==> src/rtl/instr_loader_pkg.sv <==
// Shared definitions for the instruction-memory program loader:
// loader FSM states, default geometry and the end-of-program word.
package instr_loader_pkg;

    localparam int DATA_WIDTH_DEF = 32;
    localparam int BYTE_WIDTH_DEF = 8;
    localparam int BYTES_PER_WORD = DATA_WIDTH_DEF / BYTE_WIDTH_DEF;
    localparam int MEM_DEPTH_DEF  = 256;
    localparam int ADDR_INCR_DEF  = 1;

    localparam logic [31:0] HALT_WORD = 32'hFC00_0000;

    typedef enum logic [1:0] {
        IDLE    = 2'd0,
        RECEIVE = 2'd1,
        WRITE   = 2'd2,
        DONE    = 2'd3
    } state_e;

endpackage

==> src/rtl/instr_loader_word_assembler.sv <==
// Packs a byte stream MSB-first into words; word_ready pulses combinationally
// with the last byte so the caller can latch 'word' on that same edge.
module instr_loader_word_assembler
    import instr_loader_pkg::*;
#(
    parameter int BYTE_WIDTH = BYTE_WIDTH_DEF,
    parameter int BYTES      = BYTES_PER_WORD
) (
    input  logic                          clk,
    input  logic                          rst_n,
    input  logic                          clear,
    input  logic                          enable,
    input  logic                          rx_valid,
    input  logic [BYTE_WIDTH-1:0]         rx_data,
    output logic [BYTES*BYTE_WIDTH-1:0]   word,
    output logic                          word_ready
);

    localparam int CW = $clog2(BYTES);
    localparam int SW = (BYTES - 1) * BYTE_WIDTH;

    logic [SW-1:0] shift_r;
    logic [CW-1:0] count_r;
    logic          take_s;
    logic          last_s;

    assign take_s     = enable & rx_valid;
    assign last_s     = (count_r == CW'(BYTES - 1));
    assign word       = {shift_r, rx_data};
    assign word_ready = take_s & last_s;

    // Shift register and byte counter; clear discards any partial word.
    always_ff @(posedge clk) begin
        if (!rst_n || clear) begin
            shift_r <= {SW{1'b0}};
            count_r <= {CW{1'b0}};
        end else if (take_s) begin
            shift_r <= word[SW-1:0];
            count_r <= last_s ? {CW{1'b0}} : count_r + CW'(1);
        end else begin
            shift_r <= shift_r;
            count_r <= count_r;
        end
    end

endmodule

==> src/rtl/instr_loader.sv <==
// Program loader: assembles UART bytes into instructions and writes them to
// instruction memory until the HALT word is seen or the memory is full.
module instr_loader #(
    parameter int                    DATA_WIDTH = instr_loader_pkg::DATA_WIDTH_DEF,
    parameter int                    BYTE_WIDTH = instr_loader_pkg::BYTE_WIDTH_DEF,
    parameter int                    MEM_DEPTH  = instr_loader_pkg::MEM_DEPTH_DEF,
    parameter int                    ADDR_INCR  = instr_loader_pkg::ADDR_INCR_DEF,
    parameter logic [DATA_WIDTH-1:0] HALT_WORD  = instr_loader_pkg::HALT_WORD
) (
    input  logic                  i_clock,
    input  logic                  i_reset,
    input  logic                  i_start,
    input  logic [BYTE_WIDTH-1:0] i_rx_data,
    input  logic                  i_rx_valid,
    output logic [DATA_WIDTH-1:0] o_instruccion,
    output logic [DATA_WIDTH-1:0] o_address,
    output logic                  o_loading,
    output logic                  o_write,
    output logic                  o_done,
    output logic                  o_overflow
);

    import instr_loader_pkg::*;

    state_e                state_r;
    state_e                next_state_s;
    logic [DATA_WIDTH-1:0] word_s;
    logic                  word_ready_s;
    logic                  session_start_s;
    logic                  accept_s;
    logic                  last_addr_s;
    logic                  halt_s;
    logic [DATA_WIDTH-1:0] instr_nxt_s;
    logic [DATA_WIDTH-1:0] addr_nxt_s;
    logic                  write_nxt_s;
    logic                  loading_nxt_s;
    logic                  done_nxt_s;
    logic                  overflow_nxt_s;

    assign session_start_s = i_start & ((state_r == IDLE) | (state_r == DONE));
    // A byte arriving during the WRITE cycle already belongs to the next word.
    assign accept_s        = (state_r == RECEIVE) | (state_r == WRITE);
    assign last_addr_s     = (o_address == DATA_WIDTH'(MEM_DEPTH - 1));
    assign halt_s          = (o_instruccion == HALT_WORD);

    instr_loader_word_assembler #(
        .BYTE_WIDTH (BYTE_WIDTH),
        .BYTES      (DATA_WIDTH / BYTE_WIDTH)
    ) u_word_assembler (
        .clk        (i_clock),
        .rst_n      (i_reset),
        .clear      (session_start_s),
        .enable     (accept_s),
        .rx_valid   (i_rx_valid),
        .rx_data    (i_rx_data),
        .word       (word_s),
        .word_ready (word_ready_s)
    );

    // State register.
    always_ff @(posedge i_clock) begin
        if (!i_reset) begin
            state_r <= IDLE;
        end else begin
            state_r <= next_state_s;
        end
    end

    // Next-state logic.
    always_comb begin
        next_state_s = state_r;
        case (state_r)
            IDLE, DONE: begin
                if (session_start_s) next_state_s = RECEIVE;
                else                 next_state_s = state_r;
            end
            RECEIVE: begin
                if (word_ready_s) next_state_s = WRITE;
                else              next_state_s = RECEIVE;
            end
            WRITE: begin
                if (halt_s || last_addr_s) next_state_s = DONE;
                else                       next_state_s = RECEIVE;
            end
            default: next_state_s = IDLE;
        endcase
    end

    // Next values of the registered outputs, aligned with next_state_s.
    always_comb begin
        instr_nxt_s    = o_instruccion;
        addr_nxt_s     = o_address;
        overflow_nxt_s = o_overflow;
        write_nxt_s    = (next_state_s == WRITE);
        loading_nxt_s  = (next_state_s == RECEIVE) | (next_state_s == WRITE);
        done_nxt_s     = (next_state_s == DONE);
        case (state_r)
            IDLE, DONE: begin
                if (session_start_s) begin
                    addr_nxt_s     = {DATA_WIDTH{1'b0}};
                    overflow_nxt_s = 1'b0;
                end else begin
                    addr_nxt_s     = o_address;
                end
            end
            RECEIVE: begin
                if (word_ready_s) instr_nxt_s = word_s;
                else              instr_nxt_s = o_instruccion;
            end
            WRITE: begin
                if (halt_s)           addr_nxt_s     = o_address;
                else if (last_addr_s) overflow_nxt_s = 1'b1;
                else                  addr_nxt_s     = o_address + DATA_WIDTH'(ADDR_INCR);
            end
            default: begin
                addr_nxt_s = o_address;
            end
        endcase
    end

    // Output registers.
    always_ff @(posedge i_clock) begin
        if (!i_reset) begin
            o_instruccion <= {DATA_WIDTH{1'b0}};
            o_address     <= {DATA_WIDTH{1'b0}};
            o_loading     <= 1'b0;
            o_write       <= 1'b0;
            o_done        <= 1'b0;
            o_overflow    <= 1'b0;
        end else begin
            o_instruccion <= instr_nxt_s;
            o_address     <= addr_nxt_s;
            o_loading     <= loading_nxt_s;
            o_write       <= write_nxt_s;
            o_done        <= done_nxt_s;
            o_overflow    <= overflow_nxt_s;
        end
    end

endmodule

==> config.mk <==
export PLATFORM = sky130hd
export DESIGN_NAME = instr_loader
export DESIGN_NICKNAME = d
export VERILOG_FILES = /design/src/rtl/instr_loader_pkg.sv /design/src/rtl/instr_loader_word_assembler.sv /design/src/rtl/instr_loader.sv
export SDC_FILE = /design/constraint.sdc
export NUM_CORES = 1
export LEC_CHECK = 0
export ABC_AREA = 1
export CORE_UTILIZATION = 48
export DETAILED_ROUTE_END_ITERATION = 12
export HOLD_SLACK_MARGIN = 0.1
export PLACE_DENSITY_LB_ADDON = 0.2
export SYNTH_ARGS = -nofsm -noshare
export SYNTH_HDL_FRONTEND = slang
export SYNTH_SLANG_ARGS = --single-unit
==> constraint.sdc <==
create_clock -name i_clock -period 1.84 [get_ports i_clock]
set_input_delay 0.368 -clock i_clock [delete_from_list [all_inputs] [get_ports i_clock]]
set_output_delay 0.368 -clock i_clock [all_outputs]
set_load 0.005 [all_outputs]
==> reports/metrics.yaml <==
status:
  status: "finished clean"
layout:
  drive_gt1_frac: 0.122
  final_nets: 867
  num_antenna_cells: 0
  fin_util: 0.653
  final_cells: 987
  fillCellCount: 901
  syn_to_final_growth_pct: 32.8
  stdcell_area_sq_um: 6360
clock_tree:
  cts_hold_buf: 0
  cts_max_level: 3
  clock_path_buffers: 2
  cts_tree: "done"
  clk_pin_slew_ps: 100
  root_buffer: "clkbuf_8"
  clock-sinks: 96
  cts_buffers: 9
  clk_latency_ps: 370
timing:
  final-max-slew-violation-count: 0
  tns_ps: 0
  fin_skew_ps: 8.34
  max_slew_margin: 0.765
  setup_viol: 0
  rsz0062_at_grt: "yes"
  hold_viol_final: 0
  timing.hold.ws_ps: 468
  period_needed_ps: 1790
  fin_ws_ps: 52.1
  post-route-period-util: 0.972
  max_freq_mhz: 559
  tightest_slew_ps: 352
setup_path:
  cp-end-kind: "output pin"
  worstPathArrival_ps: 1420
  crit_type: "reg2out"
  crit_required_ps: 1470
  start_kind: "flop"
  critPathMaxFanout: 4
logic_synthesis:
  ys_types: 26
  ys_top_cells_by_count: "170 x nor2_1, 159 x nand2_1, 96 x dfxtp_1, 72 x inv_1, 69 x nand3_1"
  async_reset_ff_frac: 0
  synth_nets: 769
  postSynthAreaPerCell_sq_um: 6.37
  synth_top_cell_by_area: "dfxtp_1"
  synth_flop_cell: "dfxtp_1"
  yosysMostFrequentCell: "nor2_1"
  synth_area_leaders: "dfxtp_1 40%, nor2_1 13%, nand2_1 12%"
  syn_inst: 751
  ys_ff_latch: 96
  synth_area_sq_um: 4790
  synth_top_area_frac: 0.402
  synth-edff-count: 0
  ys_warn_count: 0
  yosysSeqAreaShare: 0.402
power:
  switching_share: 0.292
  p_sw_mw: 1.31
  p_leak_nw: 2.38
  ir_drop_v: 0.000464
  seqPwrFrac: 0.496
  internal_power_mw: 3.16
  power.density_nw_per_um2: 703
  power_frac_comb: 0.170
  clkPwrFrac: 0.334
  p_total_mw: 4.47
detailed_routing:
  drc_errors: 0
  wl_per_cell_um: 13.2
  ant_nets: 0
  drtPass1Iterations: 5
  drt_iter0_drc: 235
  vias: 5033
  viasPerCell: 5.10
  routed_wirelength_um: 13000
placement:
  hpwl_um: 9010
  dp_cells: 967
  post-place-ws_ps: -119
  place.gp.congestion: 0.925
  place_area_sq_um: 5930
  io_buffers: 79
die:
  io_pins: 80
  core_sq_um: 9730
  initial_utilization: 0.492
  rows: 36
  dieArea_sq_um: 10400
  fp.dieW_um: 102
  die-height_um: 102
global_routing:
  grt_pass1_wl_um: 21200
  antenna_found_initial: 0
  grt-ovfl-total: 0
  grt_pass1_vias: 4723
  grt_max_degree: 65
  grt_util_all_layers: 0.258
job:
  cap_violations: 0
hold_path:
  hold_path.class: "reg2reg"
[worst paths after layout]
check / slack (ps) / cells after the start / to / from
max: 50 / 2 / o_address[9] / o_address[9]
min: 470 / 2 / o_instruccion[9] / o_instruccion[9]
min reg2reg: 470 / 2 / o_instruccion[9] / o_instruccion[9]
max reg2reg: 80 / 14 / o_address[22] / state_r[0]
[flip-flops by register name, indices dropped and copies added, names as in the netlist]
| signal | flops |
|---|---|
| o_address | 32 |
| o_overflow | 1 |
| u_word_assembler.count_r | 2 |
| o_instruccion | 32 |
| u_word_assembler.shift_r | 24 |
| state_r | 2 |
| o_done | 1 |
| o_loading | 1 |
| o_write | 1 |
[critical path: stages (launching register included)]
cell,delay (ps)
dfxtp_1,410
buf_4,150
clkdlybuf4s50_1,490
[placed cells by master (no fill, tap or decap), types with 2 or more instances in the layout]
| cell | synthesis | routed |
|---|---|---|
| clkbuf_8 | 0 | 9 |
| dfxtp_2 | 0 | 12 |
| a21oi_1 | 50 | 50 |
| nor3_1 | 6 | 6 |
| nor2_4 | 2 | 8 |
| buf_12 | 0 | 5 |
| nand2_2 | 1 | 5 |
| and2_1 | 2 | 2 |
| clkinv_4 | 0 | 2 |
| inv_1 | 72 | 69 |
| nor2_1 | 170 | 158 |
| ha_1 | 6 | 4 |
| o21ai_0 | 63 | 61 |
| inv_2 | 1 | 3 |
| nand3_2 | 0 | 3 |
| nor2_2 | 4 | 10 |
| nand2_1 | 159 | 155 |
| o21bai_1 | 5 | 5 |
| ha_4 | 0 | 2 |
| clkbuf_16 | 0 | 2 |
| clkdlybuf4s50_1 | 0 | 79 |
| clkinv_1 | 2 | 2 |
| nand4_1 | 3 | 3 |
| buf_4 | 2 | 33 |
| xor2_1 | 4 | 4 |
| inv_8 | 0 | 3 |
| dfxtp_1 | 96 | 84 |
| nand3_1 | 69 | 66 |
[metal layers]
| metal | wire length (um) | GRT usage | vias up |
|---|---|---|---|
| li1 | - | - | 2576 |
| met1 | 5600 | 0.306 | 2287 |
| met3 | 672 | 0.0492 | 22 |
| met4 | 250 | 0.0923 | 0 |
| met5 | 0 | 0 | - |
| met2 | 6520 | 0.463 | 148 |
[cell families (layout without fill, tap and decap cells)]
family | count (synthesis) | count (layout) | synth area share
compound gates | 121 | 121 | 0.132
flops | 96 | 96 | 0.402
simple gates | 417 | 417 | 0.357
fa+ha+maj | 6 | 6 | 0.0157
xor+xnor | 4 | 4 | 0.00732
buf+inv | 107 | 210 | 0.0873
[cell type report]
cell class	count	area (sq um)	area share
clock inverter	7	88.8	0.0140
inverter	75	287	0.0451
sequential	96	1940	0.305
clock buffer	9	124	0.0195
timing repair buffer	119	1190	0.187
tap	133	166	0.0262
multi-input combinational	548	2560	0.404
[timing repair]
action,CTS,global route
buffers inserted,0,2
gates cloned,0,2
resized for setup,6,44
pin swaps,0,4
setup endpoints to repair,34,53
[power groups by stage]
| stage | logic [mW] | registers [mW] | clock network (mW) |
|---|---|---|---|
| CTS | 0.693 | 2.21 | 1.52 |
| detailed placement | 0.686 | 2.26 | 0 |
| global placement | 0.670 | 2.26 | 0 |
| floorplan | 0.360 | 2.27 | 0 |
| global route | 0.846 | 2.23 | 1.61 |
| finish | 0.759 | 2.22 | 1.49 |
Note: power is estimated with default switching activity, not from simulation.
